[config.mk]
export PLATFORM = sky130hd
export DESIGN_NAME = cpsr_sel_reg
export DESIGN_NICKNAME = d
export VERILOG_FILES = /design/src/rtl/cpsr_sel_reg.sv
export SDC_FILE = /design/constraint.sdc
export NUM_CORES = 1
export LEC_CHECK = 0
export ABC_AREA = 1
export BUFFER_PORTS_ARGS = -buffer_cell sky130_fd_sc_hd__buf_2
export CELL_PAD_IN_SITES_DETAIL_PLACEMENT = 2
export CELL_PAD_IN_SITES_GLOBAL_PLACEMENT = 2
export CORE_MARGIN = 2
export CORE_UTILIZATION = 30
export CTS_CLUSTER_DIAMETER = 30
export CTS_CLUSTER_SIZE = 20
export DETAILED_ROUTE_END_ITERATION = 10
export GPL_ROUTABILITY_DRIVEN = 0
export HOLD_SLACK_MARGIN = 0.03
export PLACE_DENSITY = 0.82
export SLEW_MARGIN = 20
export SYNTH_ARGS = -nofsm -noshare
export SYNTH_HDL_FRONTEND = slang
export SYNTH_SLANG_ARGS = --single-unit
export TNS_END_PERCENT = 1
[constraint.sdc]
create_clock -name clk -period 2.3 [get_ports clk]
set_clock_uncertainty 0.15 [all_clocks]
set_input_delay 0.345 -clock clk [delete_from_list [all_inputs] [get_ports clk]]
set_output_delay 0.345 -clock clk [all_outputs]
set_load 0.05 [all_outputs]
[src/rtl/cpsr_sel_reg.sv]
// Registered CPSR with per-byte masked source select and a LIFO SPSR save/restore stack.
// Optional CPSR_USER_LOCK_EN: in user mode, masked writes cannot touch the control byte.
module cpsr_sel_reg #(
  parameter int          WIDTH      = 32,
  parameter int          NUM_SRC    = 5,
  parameter int          SEL_W      = 3,
  parameter int          SPSR_DEPTH = 4,
  parameter logic [31:0] RESET_VAL  = 32'h0000_00D3
) (
  input  logic                             clk,
  input  logic                             rst_n,
  input  logic [NUM_SRC*WIDTH-1:0]         src_data,
  input  logic [SEL_W-1:0]                 src_sel,
  input  logic                             wr_en,
  input  logic [WIDTH/8-1:0]               field_mask,
  input  logic                             save_en,
  input  logic                             restore_en,
  output logic [WIDTH-1:0]                 cpsr_out,
  output logic [WIDTH-1:0]                 spsr_top,
  output logic [$clog2(SPSR_DEPTH+1)-1:0]  spsr_count,
  output logic                             stack_full,
  output logic                             stack_empty,
  output logic                             sel_err,
  output logic                             ovf_err,
  output logic                             unf_err
);

  localparam int CW = $clog2(SPSR_DEPTH + 1);
  localparam int NB = WIDTH / 8;
  localparam logic [WIDTH-1:0] RST_CPSR = WIDTH'(RESET_VAL);

  logic [WIDTH-1:0] cpsr_q, cpsr_d;
  logic [WIDTH-1:0] stack_q [SPSR_DEPTH];
  logic [WIDTH-1:0] stack_d [SPSR_DEPTH];
  logic [CW-1:0]    count_q, count_d;
  logic             sel_err_q, sel_err_d;
  logic             ovf_q, ovf_d;
  logic             unf_q, unf_d;

  logic [WIDTH-1:0] src_word;
  logic             sel_valid;
  logic [NB-1:0]    eff_mask;
  logic [WIDTH-1:0] bit_mask;
  logic [WIDTH-1:0] top_word;
  logic             is_full;
  logic             is_empty;

  // Source mux is built as a compare loop so out-of-range selects never index past src_data.
  always_comb begin
    src_word  = '0;
    sel_valid = 1'b0;
    for (int k = 0; k < NUM_SRC; k++) begin
      if (src_sel == SEL_W'(k)) begin
        src_word  = src_data[k*WIDTH +: WIDTH];
        sel_valid = 1'b1;
      end
    end
  end

  always_comb begin
    eff_mask = field_mask;
`ifdef CPSR_USER_LOCK_EN
    if (cpsr_q[4:0] == 5'b10000) begin
      eff_mask[0] = 1'b0;
    end
`endif
    bit_mask = '0;
    for (int i = 0; i < NB; i++) begin
      bit_mask[8*i +: 8] = {8{eff_mask[i]}};
    end
  end

  always_comb begin
    top_word = '0;
    for (int i = 0; i < SPSR_DEPTH; i++) begin
      if (count_q == CW'(i + 1)) begin
        top_word = stack_q[i];
      end
    end
  end

  assign is_full  = (count_q == CW'(SPSR_DEPTH));
  assign is_empty = (count_q == '0);

  // Restore (and swap) takes priority over wr_en; save and write combine on exception entry.
  always_comb begin
    cpsr_d    = cpsr_q;
    stack_d   = stack_q;
    count_d   = count_q;
    sel_err_d = 1'b0;
    ovf_d     = ovf_q;
    unf_d     = unf_q;

    if (restore_en) begin
      if (is_empty) begin
        unf_d = 1'b1;
      end else begin
        cpsr_d = top_word;
        if (save_en) begin
          for (int i = 0; i < SPSR_DEPTH; i++) begin
            if (count_q == CW'(i + 1)) begin
              stack_d[i] = cpsr_q;
            end
          end
        end else begin
          count_d = count_q - CW'(1);
        end
      end
    end else begin
      if (wr_en) begin
        if (sel_valid) begin
          cpsr_d = (cpsr_q & ~bit_mask) | (src_word & bit_mask);
        end else begin
          sel_err_d = 1'b1;
        end
      end
      if (save_en) begin
        if (is_full) begin
          ovf_d = 1'b1;
        end else begin
          for (int i = 0; i < SPSR_DEPTH; i++) begin
            if (count_q == CW'(i)) begin
              stack_d[i] = cpsr_q;
            end
          end
          count_d = count_q + CW'(1);
        end
      end
    end
  end

  always_ff @(posedge clk or negedge rst_n) begin
    if (!rst_n) begin
      cpsr_q    <= RST_CPSR;
      for (int i = 0; i < SPSR_DEPTH; i++) begin
        stack_q[i] <= '0;
      end
      count_q   <= '0;
      sel_err_q <= 1'b0;
      ovf_q     <= 1'b0;
      unf_q     <= 1'b0;
    end else begin
      cpsr_q    <= cpsr_d;
      stack_q   <= stack_d;
      count_q   <= count_d;
      sel_err_q <= sel_err_d;
      ovf_q     <= ovf_d;
      unf_q     <= unf_d;
    end
  end

  assign cpsr_out    = cpsr_q;
  assign spsr_top    = top_word;
  assign spsr_count  = count_q;
  assign stack_full  = is_full;
  assign stack_empty = is_empty;
  assign sel_err     = sel_err_q;
  assign ovf_err     = ovf_q;
  assign unf_err     = unf_q;

endmodule

* Word-level counts from Yosys, hierarchy flattened
Index checks and enable logic that the tools add are counted.
W data, S select, Z words.
** Storage, ports and cells
- Register bits :: 166
- Input bits :: 172
- Output and inout port bits :: 72
- Word-level logic and storage cells :: 85
** Cells by class
- $add $sub $neg :: 2
- Equality and inequality tests :: 15
- Muxes and demuxes :: 36
- Bitwise logic cells :: 5
- Reductions and logical operators :: 18
** Operators with widths (number)
- $mux W128 :: 5
- $mux W32 :: 18
- $and A32 B32 Y32 :: 2
- $not A32 Y32 :: 1
- $or A32 B32 Y32 :: 1
- $reduce_and A6 Y1 :: 4
- $reduce_bool A2 Y1 :: 8
- $mux W3 :: 5
- $eq A3 B2 Y1 const B :: 4
- $mux W1 :: 8
- $ne A2 B1 Y1 const B :: 4
- $eq A3 B1 Y1 const B :: 2
- $eq A3 B3 Y1 const B :: 2
- $logic_not A3 Y1 :: 2
- $ne A2 B2 Y1 const B :: 3
- $reduce_and A3 Y1 :: 2
- $reduce_and A4 Y1 :: 1
- $add A3 B1 Y3 const B :: 1
- $sub A3 B1 Y3 const B :: 1
- $reduce_and A2 Y1 :: 1
- $not A1 Y1 :: 1

* Logic depth before layout (Yosys ltp)
Gate-level depths: netlist of run 1.
- Depth in word-level cells :: 11
- Gate-level depth with buffers :: 13
- Depth with buffers taken out :: 12

* Worst setup path before layout of run 1
OpenSTA, ideal clock, no wires.
- Path type :: register to output
- Start point :: reg count_q[2], in the netlist spsr_count[2]
- End point :: out spsr_top[10]
- Arrival :: 2.863 ns
- Required time :: 1.805 ns
- Path slack :: -1.058 ns
- Cell stages (with the launch flop) :: 9
- Buffers on the path :: 3
- Cells stage by stage :: dfrtp_1 buf_4 inv_1 ha_1 buf_2 inv_1 clkbuf_1 nand2_1 a21boi_0
** On the way
- Longest elaborated chain between the ends :: 5
- Elaborated cells between the ends (all ways) :: 8
- Those cells by class :: eq/ne: 4; mux: 4
** RTL lines
- from (decl) :: line 35 : logic [CW-1:0] count_q, count_d;
- from (signal assigned) :: line 145 : count_q <= count_d;
- $eq A3 B1 Y1 :: line 76 : if (count_q == CW'(i + 1)) begin
- $mux W32 (3 in series) :: line 76
- $mux W32 * :: line 76
- to (decl) :: line 19 : output logic [WIDTH-1:0] spsr_top,
Mark *: on every way between the ends. The rest lies on a longest branch, timed or not.

* Worst setup path in the final report of run 1
- Start point :: reg count_q[0], in the netlist spsr_count[0]
- End point :: out spsr_top[1]
The elaborated chain is that of the path after synthesis.

==> impl_metrics.toml, run 1 <==
[final_layout]
multi_input_area_mm2 = 0.00536
postLayoutCellArea_mm2 = 0.0138
final_cell_mix = "nand2_1 (534), buf_2 (208), dfrtp_1 (158)"
layout_commonest_cell = "nand2_1"
nets = 1876
area_delta_synth_final_pct = 36.5
seq_area_mm2 = 0.00416
drive_above_1_share = 0.316
fill_cells = 3964
utilization = 0.413

[placement]
io_buffers = 243
place_area_mm2 = 0.0125
dpl.hpwl_mm = 32.7

[sta]
setup_tns_ns = -11.78
min_period_over_period = 1.18
hold_viol = 0
timing_worst_slew_pin_value_ns = 0.982
rsz0062_at_grt = "yes"
fin_ws_ns = -0.422
whs_ns = 0.136
slew_headroom = 0.343
maxSlewViolCount = 0
fmax_mhz = 367
period_needed_ns = 2.72
finalSetupViolCount = 33

[power_and_ir_drop]
intPower_uw = 9490
swShare = 0.486
power.leakage_uw = 0.00749
p_switching_uw = 8970
seqPwrFrac = 0.271
pwr-share-clk = 0.165
power_uw = 18500
combPwrFrac = 0.564
power_density_mw_per_mm2 = 1340
peakVddDrop_mv = 0.923

[global_route]
grt_overflow = 0
grt_use_total = 0.267
grt_max_degree = 54
grt_pass1_wl_mm = 72.1
antenna_found_initial = 1
grt_pass1_vias = 12400

[setup_path]
crit_type = "reg -> out"
worstSetupStartpoint = "spsr_count[0]"
max_stage_delay_ns = 0.45
start_kind = "flop"
r2r-start = "spsr_count[0]"
crit_path_top_delay_cell = "dfrtp_2"
crit_fanout = 7
cp.required_ns = 1.80
cp_cell_sequence = "inv_4, ha_4, inv_4, nor2_4, buf_12, buf_12, nand2_1, nand2_1, nand2_2, a21boi_4, buf_6"
crit_family = "buffers and inverters"
cp_num_buf_inv = 5
critPathCaptureType = "output pin"
crit_arrival_ns = 2.23

[hold_path]
min-delay-start = "field_mask[0]"
min_path_type = "in -> reg"

[floorplan]
core-area_mm2 = 0.0334
num_rows = 67
die_h_um = 187
io-pin-count = 244
die_x_um = 187
initial_core_util = 0.303
dieArea_mm2 = 0.0352

[run]
maxCapViolCount = 0

[yosys]
ys_ff_latch = 166
avgSynthCellArea_um2 = 7.09
seq_area_frac_synth = 0.412
yosysUniqueCellTypes = 31
ys_warn_count = 0
synth_cells = 1425
netlist_area_mm2 = 0.0101
synth_nets = 1603

[detailed_routing]
drtIter0Drc = 374
wl_per_cell_um = 21.4
firstDrtPassIters = 4
ant_nets = 0
drc = 0
avgViaCountPerCell = 5.01
routed_wirelength_mm = 46.2
vias = 10800

[clock_network]
cts.sink_count = 166
cts_max_level = 4
cts_tree = "built"
clkTransAtPathRegs_ns = 0.08
clock-root-buffer = "clkbuf_16"
clk_path_buf_depth = 2
clk_latency_ns = 0.45
cts_made_buffers = 17

[run_status]
status = "finished, violations left"
violations = "setup timing"
==> area by class of cell <==
type	instances	area share
flip-flops and latches	166	0.302
clock buffers	18	0.0318
inverters	167	0.0462
well taps	448	0.0406
diodes	1	0.000181
repair buffers	329	0.179
clock inverters	14	0.0120
multi-input cells	1017	0.388
==> layer usage <==
layer | wire [µm] | vias up | track usage
li1 | - | 5008 | -
met1 | 18700 | 5541 | 0.310
met2 | 24600 | 198 | 0.498
met3 | 1230 | 78 | 0.0363
met4 | 1690 | 0 | 0.101
met5 | 0 | - | 0
==> per-stage QoR <==
stage	cells	setup WS, ns
final	2160	-0.422
after global placement	2109	-0.0113
after CTS	2155	-0.451
after global routing	2160	-0.546
after detailed placement	2109	-0.129
after floorplan	1425	-0.0146
==> synth_stat cells <==
| cell type | n | area share |
|---|---|---|
| o21ai_4 | 1 | 0.0016 |
| ha_1 | 6 | 0.0074 |
| a21o_1 | 2 | 0.0015 |
| buf_4 | 2 | 0.0015 |
| a21boi_0 | 32 | 0.024 |
| nor2_2 | 2 | 0.0012 |
| dfrtp_1 | 161 | 0.40 |
| xor2_1 | 2 | 0.0017 |
| buf_6 | 25 | 0.028 |
| nand4_1 | 16 | 0.0099 |
| clkbuf_1 | 22 | 0.0082 |
| nor2_1 | 44 | 0.016 |
| a31oi_2 | 1 | 0.0012 |
| nand3_2 | 1 | 0.00099 |
| a21oi_2 | 4 | 0.0035 |
| o21ai_2 | 35 | 0.030 |
| nand2_1 | 574 | 0.21 |
| o21bai_1 | 15 | 0.011 |
| o21ai_1 | 93 | 0.046 |
| a22oi_1 | 1 | 0.00074 |
| o21ai_0 | 66 | 0.033 |
| inv_1 | 161 | 0.060 |
| nor2_4 | 2 | 0.0022 |
| nand3_1 | 84 | 0.042 |
| o211ai_4 | 4 | 0.0084 |
| inv_2 | 5 | 0.0019 |
| buf_1 | 2 | 0.00074 |
| or2_2 | 32 | 0.020 |
| dfstp_2 | 5 | 0.013 |
| buf_2 | 24 | 0.012 |
| inv_4 | 1 | 0.00062 |
==> tightest hold or removal path, stage by stage <==
cell and delay (ns):
buf_2 0.09, inv_1 0.08, a21oi_2 0.10, nand2_1 0.07, nand2_1 0.05
==> power by group through the flow <==
stage | clock [µW] | sequential, µW | combinational [µW]
6_report | 3040 | 5000 | 10400
4_1_cts | 3110 | 4960 | 10200
5_1_grt | 3200 | 5140 | 11200
2_1_floorplan | 0 | 5610 | 5730
3_5_place_dp | 0 | 4950 | 9340
3_3_place_gp | 0 | 4850 | 8930
==> timing repair <==
action	CTS	global route
hold buffers	2	0
resized for setup	96	54
setup endpoints to repair	60	171
gates cloned	3	1
pin swaps	24	35
hold endpoints to repair	45	0
buffers inserted	9	7
==> cells by family (layout without fill, tap and decap cells) <==
family,after synthesis,count (layout),share of synthesized area
buffers and inverters,242,528,0.112
AOI/OAI and AO/OA,254,254,0.161
xor gates and xnor gates,2,2,0.00173
other,0,1,0
adders and majority gates,6,6,0.00743
and+or+nand+nor,755,755,0.305
DFF,166,166,0.412
==> final timing paths <==
path	end	slack [ns]	cells after the start
max	spsr_top[1]	-0.42	11
min	flop	0.14	5
max reg2reg	stack_q[99]	0	10
min reg2reg	flop	0.33	2
max in group asynchronous	spsr_count[1]	0.99	3
min in group asynchronous	async pin	0.31	2
Note: power is estimated with default switching activity, not from simulation.
==> inputs of run 2 (changes only) <==
- ABC_AREA: 1 -> not set
- PLACE_DENSITY: 0.82 -> 0.78
- clock period: 2.3 -> 2.4 ns (I/O delays scaled with it)
==> run 2 against run 1 <==
- area after synthesis is 12% lower
- worst setup slack got worse by 0.20 ns
- clock power fell by 10%
- hold slack worse by 0.067 ns
- the flow still finishes with violations (setup timing)
- critical endpoint is now spsr_top[2]
==> impl_metrics.toml, run 2 <==
[final_layout]
fill_cells = 3076
final_cell_mix = "buf_2 (212), dfrtp_1 (158), mux2_2 (128)"
area_delta_synth_final_pct = 42.5
drive_above_1_share = 0.522
nets = 1279
diodes = 0
layout_commonest_cell = "buf_2"
utilization = 0.430

[sta]
fmax_mhz = 330
fin_ws_ns = -0.626
slew_headroom = 0.525
min_period_over_period = 1.26
maxSlewViolCount = 0
timing_worst_slew_pin_value_ns = 0.713
rsz0062_at_grt = "yes"
whs_ns = 0.0692
hold_viol = 0
period_needed_ns = 3.03
finalSetupViolCount = 52

[power_and_ir_drop]
power_density_mw_per_mm2 = 1510
power.leakage_uw = 0.00555
peakVddDrop_mv = 0.611

[detailed_routing]
drtIter0Drc = 589
firstDrtPassIters = 6
routed_wirelength_mm = 36.9
wl_per_cell_um = 24.5
vias = 8207
drc = 0
avgViaCountPerCell = 5.46
ant_nets = 0

[setup_path]
crit_path_top_delay_cell = "dfrtp_2"
crit_arrival_ns = 2.52
crit_type = "reg -> out"
start_kind = "flop"
cp.required_ns = 1.89
crit_top_cell = "buf_6"
crit_family = "buffers and inverters"
r2r-start = "spsr_count[1]"
cp_cell_sequence = "ha_4, ha_4, buf_6, nor3b_4, buf_6, buf_12, a222oi_1, buf_4, a21oi_4, buf_6"
rrSetupSlack_ns = -0.12
path_depth = 10
critPathCaptureType = "output pin"
max_stage_delay_ns = 0.45
reg2regPathDepth = 11
cp_num_buf_inv = 5
crit_fanout = 10

[floorplan]
dieArea_mm2 = 0.0310
num_rows = 63
die_h_um = 176
io-pin-count = 244
core-area_mm2 = 0.0294
initial_core_util = 0.302
die_x_um = 176

[clock_network]
clock-root-buffer = "clkbuf_16"
clkTransAtPathRegs_ns = 0.07
cts_tree = "built"
cts.sink_count = 166
cts_max_level = 4
clk_path_buf_depth = 2
cts_made_buffers = 17
clk_latency_ns = 0.44

[run_status]
status = "finished, violations left"
violations = "setup timing"

[hold_path]
min_path_type = "in -> reg"
min-delay-start = "wr_en"
holdPathEnd = "sel_err"
whs_path_depth = 2

[run]
maxCapViolCount = 0

[global_route]
grt_use_total = 0.241
grt_pass1_wl_mm = 56.8
grt_overflow = 0
antenna_found_initial = 0
grt_pass1_vias = 9375
grt_max_degree = 61

[yosys]
synth-edff-count = 0
ys_ff_latch = 166
synth_cells = 801
yosysUniqueCellTypes = 47
synth_common_cells = "dfrtp_1 (161), mux2_2 (128), nor2_1 (116), a21oi_1 (47), mux2i_1 (38)"
synth-main-ff-cell = "dfrtp_1"
synth_nets = 979
yosysTopAreaCell = "dfrtp_1"
seq_area_frac_synth = 0.468
yosysTopAreaCellShare = 0.454
netlist_area_mm2 = 0.00888
avgSynthCellArea_um2 = 11.1
synthArstFlopShare = 1.00
ys_warn_count = 0
synth_area_leaders = "dfrtp_1 (45%), mux2_2 (16%), nor2_1 (4.9%), mux2i_1 (4.3%), a222oi_1 (3.5%)"
yosysMostFrequentCell = "dfrtp_1"

[placement]
dpl.hpwl_mm = 26.1
io_buffers = 243
run 2: logic make-up (layout without fill, tap and decap cells):
kind of cell / count (synthesis) / in the layout / share of synthesized area
XOR/XNOR: 1 / 1 / 0.000986
AND/OR/NAND/NOR: 158 / 158 / 0.0779
multiplexers: 168 / 168 / 0.209
AO/OA/AOI/OAI: 224 / 224 / 0.192
buffers and inverters: 78 / 391 / 0.0438
adder cells (fa/ha/maj): 6 / 6 / 0.00845
flip-flops: 166 / 166 / 0.468
run 2: worst max-delay path by stage:
stage                   from            to  slack (ns)
3_5_place_dp   spsr_count[0]   spsr_top[3]       -0.29
3_3_place_gp   spsr_count[0]   spsr_top[2]       -0.23
2_1_floorplan  spsr_count[2]  spsr_top[15]       -0.19
5_1_grt        spsr_count[1]   spsr_top[2]       -0.69
4_1_cts        spsr_count[1]  spsr_top[31]       -0.63
6_report       spsr_count[1]   spsr_top[2]       -0.63
run 2: power by group:
group | switching (µW) | internal (µW)
Sequential | 1240 | 4190
Combinational | 6430 | 4560
Clock | 1230 | 1500
run 2: stage by stage:
stage | instance area [µm²] | TNS [ns] | setup slack, ns | total power [µW] | std cells
6_report | 12700 | -18.84 | -0.626 | 19100 | 1504
4_1_cts | 12500 | -18.99 | -0.632 | 18900 | 1500
3_5_place_dp | 11700 | -11.44 | -0.292 | 15400 | 1453
2_1_floorplan | 9300 | -12.00 | -0.191 | 11800 | 801
3_3_place_gp | 11700 | -4.65 | -0.230 | 14900 | 1453
5_1_grt | 12700 | -22.88 | -0.687 | 20000 | 1504
run 2: what timing repair did:
item	CTS	global route
setup endpoints to repair	135	128
buffers inserted	14	3
gates cloned	0	1
endpoints found under the hold margin	53	0
hold buffers	1	0
gates resized for setup	49	16
pin swaps	19	26
run 2: routing by layer:
| layer | track usage | routed length [µm] |
|---|---|---|
| met1 | 0.298 | 15500 |
| met2 | 0.423 | 18800 |
| met3 | 0.0495 | 1760 |
| met4 | 0.0702 | 818 |
| met5 | 0 | 0 |
run 2: area by class of cell:
class	instances	area [µm²]	area share
well taps	390	488	0.0386
clock inverters	13	124	0.00979
multi-input cells	557	4850	0.384
inverters	6	28.8	0.00227
repair buffers	353	2540	0.201
flip-flops and latches	166	4160	0.329
clock buffers	19	453	0.0358
==> inputs of run 3 (changes only) <==
- CORE_UTILIZATION: 30 -> 33
- PLACE_DENSITY: 0.78 -> 0.81
- clock period: 2.4 -> 2.85 ns (I/O delays scaled with it)
==> run 3 against run 2 <==
- the run still ends with setup timing left
- sequential power fell by 15%
- register-to-register slack improved by 0.29 ns
- core utilization rose by 3.4 points
- critical path type unchanged
- critical path depth did not move
- combinational power fell by 15%
==> impl_metrics.toml, run 3 (synthesized netlist as in run 2, its figures left out) <==
[run_status]
status = "finished, violations left"
violations = "setup timing"

[final_layout]
drive_above_1_share = 0.502
utilization = 0.465
final_cell_mix = "buf_2 (210), dfrtp_1 (159), mux2_2 (128)"
fill_cells = 2754
postLayoutCellArea_mm2 = 0.0124
area_delta_synth_final_pct = 39.9
nets = 1259
layout_commonest_cell = "buf_2"

[sta]
maxSlewViolCount = 0
min_period_over_period = 1.10
rsz0062_at_grt = "yes"
fin_ws_ns = -0.277
fmax_mhz = 320
hold_viol = 0
slew_headroom = 0.414
timing_worst_slew_pin_value_ns = 0.880
whs_ns = 0.149
period_needed_ns = 3.13
setup_tns_ns = -6.08
finalSetupViolCount = 32

[setup_path]
max_stage_delay_ns = 0.44
r2r-start = "spsr_count[0]"
crit_type = "reg -> out"
cp.required_ns = 2.27
crit_arrival_ns = 2.55
critPathCaptureType = "output pin"
cp_cell_sequence = "buf_4, inv_4, ha_4, nor4b_4, buf_4, buf_12, a222oi_1, buf_4, a21oi_4, buf_6"
crit_fanout = 11
reg2regPathDepth = 8
rrSetupSlack_ns = 0.17
crit_top_cell = "buf_4"
crit_path_top_delay_cell = "a222oi_1"
start_kind = "flop"

[detailed_routing]
wl_per_cell_um = 26.8
drtIter0Drc = 550
routed_wirelength_mm = 38.6
ant_nets = 0
vias = 8292
firstDrtPassIters = 5
avgViaCountPerCell = 5.77
drc = 0

[floorplan]
dieArea_mm2 = 0.0282
core-area_mm2 = 0.0267
die_x_um = 168
die_h_um = 168
io-pin-count = 244
initial_core_util = 0.332
num_rows = 60

[power_and_ir_drop]
intPower_uw = 8730
power.leakage_uw = 0.00546
p_switching_uw = 7620
combPwrFrac = 0.572
pwr-share-clk = 0.148
peakVddDrop_mv = 0.507
power_density_mw_per_mm2 = 1320
power_uw = 16400
seqPwrFrac = 0.280
swShare = 0.466

[clock_network]
clk_latency_ns = 0.44
cts_made_buffers = 17
clk_path_buf_depth = 2
clkTransAtPathRegs_ns = 0.07
cts_max_level = 4
cts_tree = "built"
clock-root-buffer = "clkbuf_16"
cts.sink_count = 166

[global_route]
grt_overflow = 0
grt_pass1_wl_mm = 58.2
grt_max_degree = 59
grt_use_total = 0.274
grt_pass1_vias = 9439
antenna_found_initial = 2

[placement]
place_area_mm2 = 0.0112
io_buffers = 243
dpl.hpwl_mm = 25.0

[hold_path]
min-delay-start = "wr_en"
whs_path_depth = 2
holdPathEnd = "sel_err"
min_path_type = "in -> reg"

[run]
maxCapViolCount = 0
-- run 3: repair_timing --
action	CTS	global route
pin swaps	47	19
buffers inserted	31	11
setup endpoints to repair	32	32
gates cloned	3	1
resized for setup	79	5
hold buffers	1	0
hold endpoints to repair	55	0
-- run 3: worst max-delay path: cells and delay by family, from the launching register on --
family / cells / cell delay (ns)
AO/OA/AOI/OAI: 2 / 0.49
adder cells (fa/ha/maj): 1 / 0.18
buffers and inverters: 6 / 0.95
flip-flops: 1 / 0.43
AND/OR/NAND/NOR: 1 / 0.06
-- run 3: layer usage --
metal | vias up | wire length (µm) | global-route usage
met5 | - | 0 | 0
met4 | 0 | 1350 | 0.124
met3 | 82 | 2110 | 0.0548
met2 | 334 | 19600 | 0.468
met1 | 4274 | 15500 | 0.336
li1 | 3602 | - | -
-- run 3: metrics by stage --
stage	cells	setup WS, ns
detailed placement	1364	0.0243
CTS	1430	-0.220
finish	1437	-0.277
global placement	1364	0.136
global route	1436	-0.308
floorplan	801	-0.0792
-- run 3: how the worst max path moves through the flow --
stage,from,end,slack [ns],cells past startpoint
6_report,spsr_count[0],spsr_top[10],-0.28,10
5_1_grt,spsr_count[0],spsr_top[10],-0.31,10
4_1_cts,spsr_count[1],spsr_top[28],-0.22,10
3_5_place_dp,spsr_count[0],spsr_top[27],0.02,9
3_3_place_gp,spsr_count[0],spsr_top[23],0.14,9
2_1_floorplan,spsr_count[2],spsr_top[26],-0.08,7
-- run 3: layout make-up --
class	instances	area, µm²	share of cell area
clock inverters	9	113	0.00906
flip-flops and latches	166	4160	0.335
inverters	6	27.5	0.00222
multi-input cells	557	4800	0.387
repair buffers	333	2400	0.193
well taps	341	427	0.0343
diodes	2	5.00	0.000403
clock buffers	23	488	0.0393
-- run 3: power groups by stage --
stage	logic [µW]	registers, µW	clock network [µW]
2_1_floorplan	4820	5040	0
3_3_place_gp	7840	4340	0
3_5_place_dp	8120	4470	0
4_1_cts	9170	4480	2410
5_1_grt	9780	4700	2530
6_report	9350	4590	2420
